==> src/rtl/conv_window_gen.sv <==
// -----------------------------------------------------------------------------
// conv_window_gen
//   Sliding KSIZE x KSIZE window generator for a raster-order pixel stream.
//   KSIZE-1 line memories hold the previous image rows; a register window
//   shifts by one column per accepted pixel. A completed window is presented
//   on dout with out_valid and held until the consumer accepts it.
//
// Optional feature (compile-time macro): CONV_WINDOW_LAST_EN
//   Adds out_last, high with out_valid on the final window of each frame.
//
// Ports
//   clk        : clock, rising edge
//   rst_n      : asynchronous active-low reset
//   clear      : synchronous frame restart (drops a pixel offered that cycle)
//   din        : pixel word, raster order
//   in_valid   : din valid
//   in_ready   : pixel accepted when in_valid && in_ready
//   dout       : window, word r*KSIZE+c at [WORDWIDTH*(idx+1)-1 : WORDWIDTH*idx]
//                r=0 oldest row, c=0 oldest column
//   out_valid  : dout valid
//   out_ready  : consumer accepts the window when out_valid && out_ready
//   out_last   : (CONV_WINDOW_LAST_EN only) final window of the frame
// -----------------------------------------------------------------------------
module conv_window_gen #(
  parameter int WORDWIDTH   = 32,
  parameter int FIG_WIDTH   = 28,
  parameter int FIG_HEIGHT  = 28,
  parameter int KSIZE       = 5,
  parameter int STRIDE      = 1,
  parameter int FIG_ADDRLEN = 5
) (
  input  logic                               clk,
  input  logic                               rst_n,
  input  logic                               clear,
  input  logic [WORDWIDTH-1:0]               din,
  input  logic                               in_valid,
  output logic                               in_ready,
  output logic [WORDWIDTH*KSIZE*KSIZE-1:0]   dout,
  output logic                               out_valid,
  input  logic                               out_ready
`ifdef CONV_WINDOW_LAST_EN
  ,
  output logic                               out_last
`endif
);

  localparam int ROW_W = (FIG_HEIGHT > 1) ? $clog2(FIG_HEIGHT) : 1;

  logic [FIG_ADDRLEN-1:0] col_q, col_d;
  logic [ROW_W-1:0]       row_q, row_d;
  logic                   out_valid_q, out_valid_d;
  logic                   accept;
  logic                   complete;
  int                     row_off;
  int                     col_off;

  // Window registers: win_q[r][c], r=0 oldest row, c=0 oldest column.
  logic [WORDWIDTH-1:0] win_q   [KSIZE][KSIZE];
  // line_q[0] holds row-1, line_q[KSIZE-2] holds row-KSIZE+1.
  logic [WORDWIDTH-1:0] line_q  [KSIZE-1][FIG_WIDTH];
  // Column entering the window on an accepted pixel, oldest row first.
  logic [WORDWIDTH-1:0] new_col [KSIZE];

  // No skid buffer: a pending window blocks input; clear and reset also block.
  assign in_ready  = rst_n & ~clear & (~out_valid_q | out_ready);
  assign accept    = in_valid & in_ready;
  assign out_valid = out_valid_q;

  always_comb begin
    for (int r = 0; r < KSIZE; r++) begin
      new_col[r] = '0;
    end
    new_col[KSIZE-1] = din;
    for (int k = 0; k < KSIZE-1; k++) begin
      new_col[KSIZE-2-k] = line_q[k][col_q];
    end
  end

  // A window completes only when every column and row it covers belongs to
  // the current row/frame, which also keeps stale line-memory data out.
  always_comb begin
    row_off  = int'(row_q) - (KSIZE-1);
    col_off  = int'(col_q) - (KSIZE-1);
    complete = (row_off >= 0) && (col_off >= 0) &&
               ((row_off % STRIDE) == 0) && ((col_off % STRIDE) == 0);
  end

  always_comb begin
    col_d       = col_q;
    row_d       = row_q;
    out_valid_d = out_valid_q;
    if (clear) begin
      col_d       = '0;
      row_d       = '0;
      out_valid_d = 1'b0;
    end else begin
      if (accept) begin
        if (col_q == FIG_ADDRLEN'(FIG_WIDTH-1)) begin
          col_d = '0;
          row_d = (row_q == ROW_W'(FIG_HEIGHT-1)) ? '0 : row_q + 1'b1;
        end else begin
          col_d = col_q + 1'b1;
        end
      end
      if (accept && complete) begin
        out_valid_d = 1'b1;
      end else if (out_ready) begin
        out_valid_d = 1'b0;
      end
    end
  end

  always_ff @(posedge clk or negedge rst_n) begin
    if (!rst_n) begin
      col_q       <= '0;
      row_q       <= '0;
      out_valid_q <= 1'b0;
      for (int r = 0; r < KSIZE; r++) begin
        for (int c = 0; c < KSIZE; c++) begin
          win_q[r][c] <= '0;
        end
      end
    end else begin
      col_q       <= col_d;
      row_q       <= row_d;
      out_valid_q <= out_valid_d;
      if (accept) begin
        for (int r = 0; r < KSIZE; r++) begin
          for (int c = 0; c < KSIZE-1; c++) begin
            win_q[r][c] <= win_q[r][c+1];
          end
          win_q[r][KSIZE-1] <= new_col[r];
        end
      end
    end
  end

  // Line memories are plain storage with no reset; each accepted pixel
  // pushes its column one row deeper.
  always_ff @(posedge clk) begin
    if (accept) begin
      line_q[0][col_q] <= din;
      for (int k = 1; k < KSIZE-1; k++) begin
        line_q[k][col_q] <= line_q[k-1][col_q];
      end
    end
  end

  for (genvar gr = 0; gr < KSIZE; gr++) begin : g_row
    for (genvar gc = 0; gc < KSIZE; gc++) begin : g_col
      assign dout[WORDWIDTH*(gr*KSIZE+gc) +: WORDWIDTH] = win_q[gr][gc];
    end
  end

`ifdef CONV_WINDOW_LAST_EN
  // Position of the last stride-aligned window origin's bottom-right pixel.
  localparam int LAST_ROW = (KSIZE-1) + ((FIG_HEIGHT-KSIZE)/STRIDE)*STRIDE;
  localparam int LAST_COL = (KSIZE-1) + ((FIG_WIDTH-KSIZE)/STRIDE)*STRIDE;

  logic out_last_q, out_last_d;
  logic is_last;

  assign is_last  = (int'(row_q) == LAST_ROW) && (int'(col_q) == LAST_COL);
  assign out_last = out_last_q;

  always_comb begin
    out_last_d = out_last_q;
    if (clear) begin
      out_last_d = 1'b0;
    end else if (accept && complete) begin
      out_last_d = is_last;
    end else if (out_ready) begin
      out_last_d = 1'b0;
    end
  end

  always_ff @(posedge clk or negedge rst_n) begin
    if (!rst_n) begin
      out_last_q <= 1'b0;
    end else begin
      out_last_q <= out_last_d;
    end
  end
`endif

endmodule

==> config.mk <==
export PLATFORM = sky130hd
export DESIGN_NAME = conv_window_gen
export DESIGN_NICKNAME = d
export VERILOG_FILES = /design/src/rtl/conv_window_gen.sv
export SDC_FILE = /design/constraint.sdc
export NUM_CORES = 2
export LEC_CHECK = 0
export CAP_MARGIN = 10
export CORE_MARGIN = 1
export CORE_UTILIZATION = 64
export DETAILED_ROUTE_END_ITERATION = 16
export GPL_TIMING_DRIVEN = 0
export PLACE_DENSITY = 0.86
export REMOVE_ABC_BUFFERS = 1
export SETUP_SLACK_MARGIN = 0.5
export SLEW_MARGIN = 40
export SYNTH_ARGS = -nofsm -noshare
export SYNTH_HDL_FRONTEND = slang
export SYNTH_SLANG_ARGS = --single-unit
==> constraint.sdc <==
create_clock -name clk -period 23.8 [get_ports clk]
set_clock_uncertainty 0.15 [all_clocks]
set_input_delay 2.38 -clock clk [delete_from_list [all_inputs] [get_ports clk]]
set_output_delay 2.38 -clock clk [all_outputs]
set_load 0.01 [all_outputs]
---- Word-level counts from Yosys, hierarchy flattened ----
Memory sizes are Yosys's and may differ from the RTL's.
Cells that the tools add are included.
word-level totals
  bits in registers ....................... 811
  bits in writable memories ............... 3,584
  input bits .............................. 37
  output and inout port bits .............. 802
  logic and storage cells ................. 79
  memories kept ........................... 1
cells by class
  add/sub/neg operators ................... 4
  $lt $le $gt $ge ......................... 4
  eq/ne operators ......................... 2
  multiplexer cells ....................... 26
  bitwise gates (word level) .............. 7
  reduce and logical (&&, ||, !) cells .... 7
memory list
  memory  words  width  read ports  clocked after memory_dff  wr ports  line  text
  line_q  4      896    4           0                         4         60    logic [WORDWIDTH-1:0] line_q [KSIZE-1][FIG_WIDTH];
operator list
  operator               count
  $mux W896              1
  $bmux W32 S5           4
  $mux W32               9
  $demux W32 S5          1
  $mux W5                7
  $ge A6 B1 Y1 const B   2
  $sub A5 B3 Y6 const B  2
  $add A5 B1 Y5 const B  2
  $eq A5 B5 Y1 const B   2
  $ge A6 B6 Y1 const B   1
  $lt A6 B1 Y1 const B   1
  $not A5 Y6             1
  $mux W1                4
  $reduce_bool A2 Y1     2
  $and A1 B1 Y1          3
  $logic_and A1 B1 Y1    3
  $reduce_bool A3 Y1     1
  $not A1 Y1             2
  $reduce_and A2 Y1      1
  $or A1 B1 Y1           1

---- Logic depth before layout (Yosys ltp) ----
  depth after elaboration ................. 7
  mapped depth ............................ 10

---- Worst setup path after synthesis ----
No wires, ideal clock.
  path kind ............................... input -> register
  start point ............................. input rst_n
  end point ............................... memory line_q[0][576] (netlist name), enable pin
  setup time .............................. 0.771 ns
  data arrival time ....................... 12.172 ns
  required time ........................... 22.879 ns
  path slack .............................. 10.707 ns
  stages on the path ...................... 6
  buffers on the path ..................... 2
  cell sequence ........................... nor2b_1 > and3_1 > clkbuf_1 > buf_1 > nand2_1 > nor3_1
RTL lines
  element             line  text
  start: declaration  33    input logic rst_n,
  end: declaration    60

==> metrics <==
final setup margin=15700 ps; relative slew slack=38.5%; Crit path largest cell delay=760 ps; Final Hold Vio Count=0; antenna violations before repair=13; Top cell by count, worst path=buf_4; Final HPWL DP=304000 um; WP data arrival=between 8000 and 9000 ps; most common flop cell mapped by yosys=edfxtp_1; antenna viol nets, final=0; clk buf depth=4; Layout Utilization=78.3%; Clk pin slew, worst setup/hold paths=approximately 60 ps; IO buf count=roughly 840; worst min path class=reg2reg; Die ar.=264000 um2; Area Growth Syn to Fin=21.6%; leak pwr=0.0714 uW; sequential area share after synthesis=76.4%; first-pass GRT wire length=765000 um; Pwr per Cell Area=86.7 nW/um2; Worst Hold Depth=2; DRT Pass-1 Iters=8; largest net degree at the start of global routing=111; nets=11000; max-cap violations=0; initial core utilization=64.4%; FMAX=123 MHz; final wirelength=between 500000 and 600000 um; critical path startpoint category=input pin; Netlist Area Pre-Place=167000 um2; Slew Limit Fails=0; Crit path required time=24380 ps; Max VDD drop=0.000105 V; Post-synth EDFFs=3584; Reg2Reg Launch Point=col_q[1]; setup_tns=0 ps; share of cells above drive strength 1=20.1%; CTS Root Cell=clkbuf_16; hold_sp=dout[792]; commonest non-fill, non-tap cell in the layout=edfxtp_1; Buf/Inv on CP=14; final worst path period share=34.0%; R2R depth=16; drt first-iter violations=approximately 19000; CP Capture Type=flip-flop; WHS Endpoint=dout[760]; routability congestion estimate=0.798; commonest cells after routing, fill and taps aside=3584 x edfxtp_1, 2255 x nand2_1, 806 x dfrtp_1, 805 x clkdlybuf4s50_1, 613 x mux2i_1; via count=between 100k and 150k; outcome=completed; Reg2Reg Setup Slack=18030 ps; Synth Register Bits=roughly 4400; die height=514 um; vias in the first global route=107000; CTS Buf Count=433; DRC=0; Post-CTS Setup Inserts=0; H-tree Lvls=5; Crit Path Category=in2reg; Crit Path Max Fanout=99; gr usage total=41.3%; Mean Syn Cell Area=17.5 um2; FP Rows=187; min Tclk post-route=8100 ps; CTS tree=yes; RR Endpoint=line_q[0][598]; core area=260000 um2; WL per Instance=36.9 um; clk sink count=4395; post-detailed-route via-to-cell ratio=7.09; die width=~500 um; Post-Synthesis Cells=9553; Worst Max-Slew Pin Slew=915 ps; Crit path max-delay family=buffers and inverters; I/O pin count=839; Synth Warn #=0; endpoints failing setup=0; Synth async-reset ratio=18.5%; pre-CTS setup slack=approximately 15000 ps; RSZ-0062 raised after global routing=no; synth unique cells=between 50 and 60; total grt overflow=0; slowest stage cell on the critical path=nor3_2; CP Cell Sequence=buf_16 -> buf_16 -> buf_16 -> buf_16 -> nor2b_1 -> and3_4 -> buf_12 -> buf_12 -> nand2_1 -> nor3_2 -> buf_4 -> buf_4 -> buf_4 -> buf_4 -> buf_4 -> buf_4 -> buf_4 -> buf_4; CTS Hold Bufs=0; PostCTS Resize Cnt=0; Skew-Pair Late Insertion Delay=roughly 1100 ps
## registers in the layout, indices dropped and copies added (netlist names)
signal     cells
line_q      3584
dout         800
col_q          5
row_q          5
out_valid      1
## kinds of logic after synthesis
| family | Yosys count | synth area share (%) |
|---|---|---|
| xor gates and xnor gates | 1 | 0.00523 |
| AOI/OAI and AO/OA | 777 | 3.63 |
| buffers and inverters | 542 | 1.47 |
| adders and majority gates | 6 | 0.0448 |
| DFF | 4395 | 76.4 |
| and+or+nand+nor | 2381 | 5.42 |
| muxes | 1451 | 13.1 |
## through the flow
step           std cells  area [um2]  hold slack, ps  power, uW
2_1_floorplan       9016      165000             364      10200
3_3_place_gp       13400      178000             306      11300
3_5_place_dp       14000      189000             311      10600
4_1_cts            14800      204000             322      17600
5_1_grt            14800      204000             348      18000
6_report           14800      204000             313      17700
## per-layer routing
metal,up-vias,part of all wire (%),global-route usage [%]
li1,39300,-,-
met1,50900,30,49.8
met2,11300,46,64.6
met3,3263,15,11.5
met4,12,9.1,29.6
met5,-,0.017,0
## report_power, final
| part | total, uW | switching (uW) | leakage (uW) | internal (uW) |
|---|---|---|---|---|
| Combinational | 1570 | 782 | 0.0218 | 791 |
| Sequential | 8930 | 294 | 0.0426 | 8640 |
| Clock | 7140 | 3090 | 0.00702 | 4050 |
| Total | 17700 | 4170 | 0.0714 | 13500 |
## worst reg2reg max path, cell delays in order (launching register included)
cell,delay (ps)
dfrtp_4,700
buf_12,320
buf_12,230
buf_12,270
inv_8,190
buf_16,420
ha_1,270
nand2_1,410
nor3_2,760
buf_4,310
buf_4,220
buf_4,190
buf_4,200
buf_4,200
buf_4,200
buf_4,200
buf_4,190
## cell type report
cell class,instances,area (um2)
multi-input combinational,4616,37600
antenna,7,17.5
fill,11800,56300
clock buffer,561,11800
sequential,4395,128000
clock inverter,232,2530
timing repair buffer,1457,19300
tap,3496,4370
inverter,5,26.3
## cells in the mapped netlist (55+ instances only)
cell	count	area, um2
mux4_2	540	12200
a221oi_1	99	867
nand2_1	2263	8490
a21oi_1	112	561
o211a_1	96	961
o211ai_1	93	698
mux2_4	61	916
buf_2	129	646
mux2i_1	613	6140
mux2_2	207	2330
o21a_1	93	698
edfxtp_1	3584	108000
clkbuf_1	334	1250
o221ai_1	94	823
nor2_1	55	206
o22ai_1	62	388
dfrtp_1	811	20300
## how the worst max path moves through the flow
stage | start | endpoint | depth (start not counted)
2_1_floorplan | col_q[0] | line_q[0][576] | 3
3_3_place_gp | rst_n | line_q[0][630] | 5
3_5_place_dp | rst_n | line_q[0][598] | 18
4_1_cts | rst_n | line_q[0][566] | 18
5_1_grt | rst_n | line_q[0][566] | 18
6_report | rst_n | line_q[0][598] | 18
No activity file was read; power rests on OpenSTA's default activity.
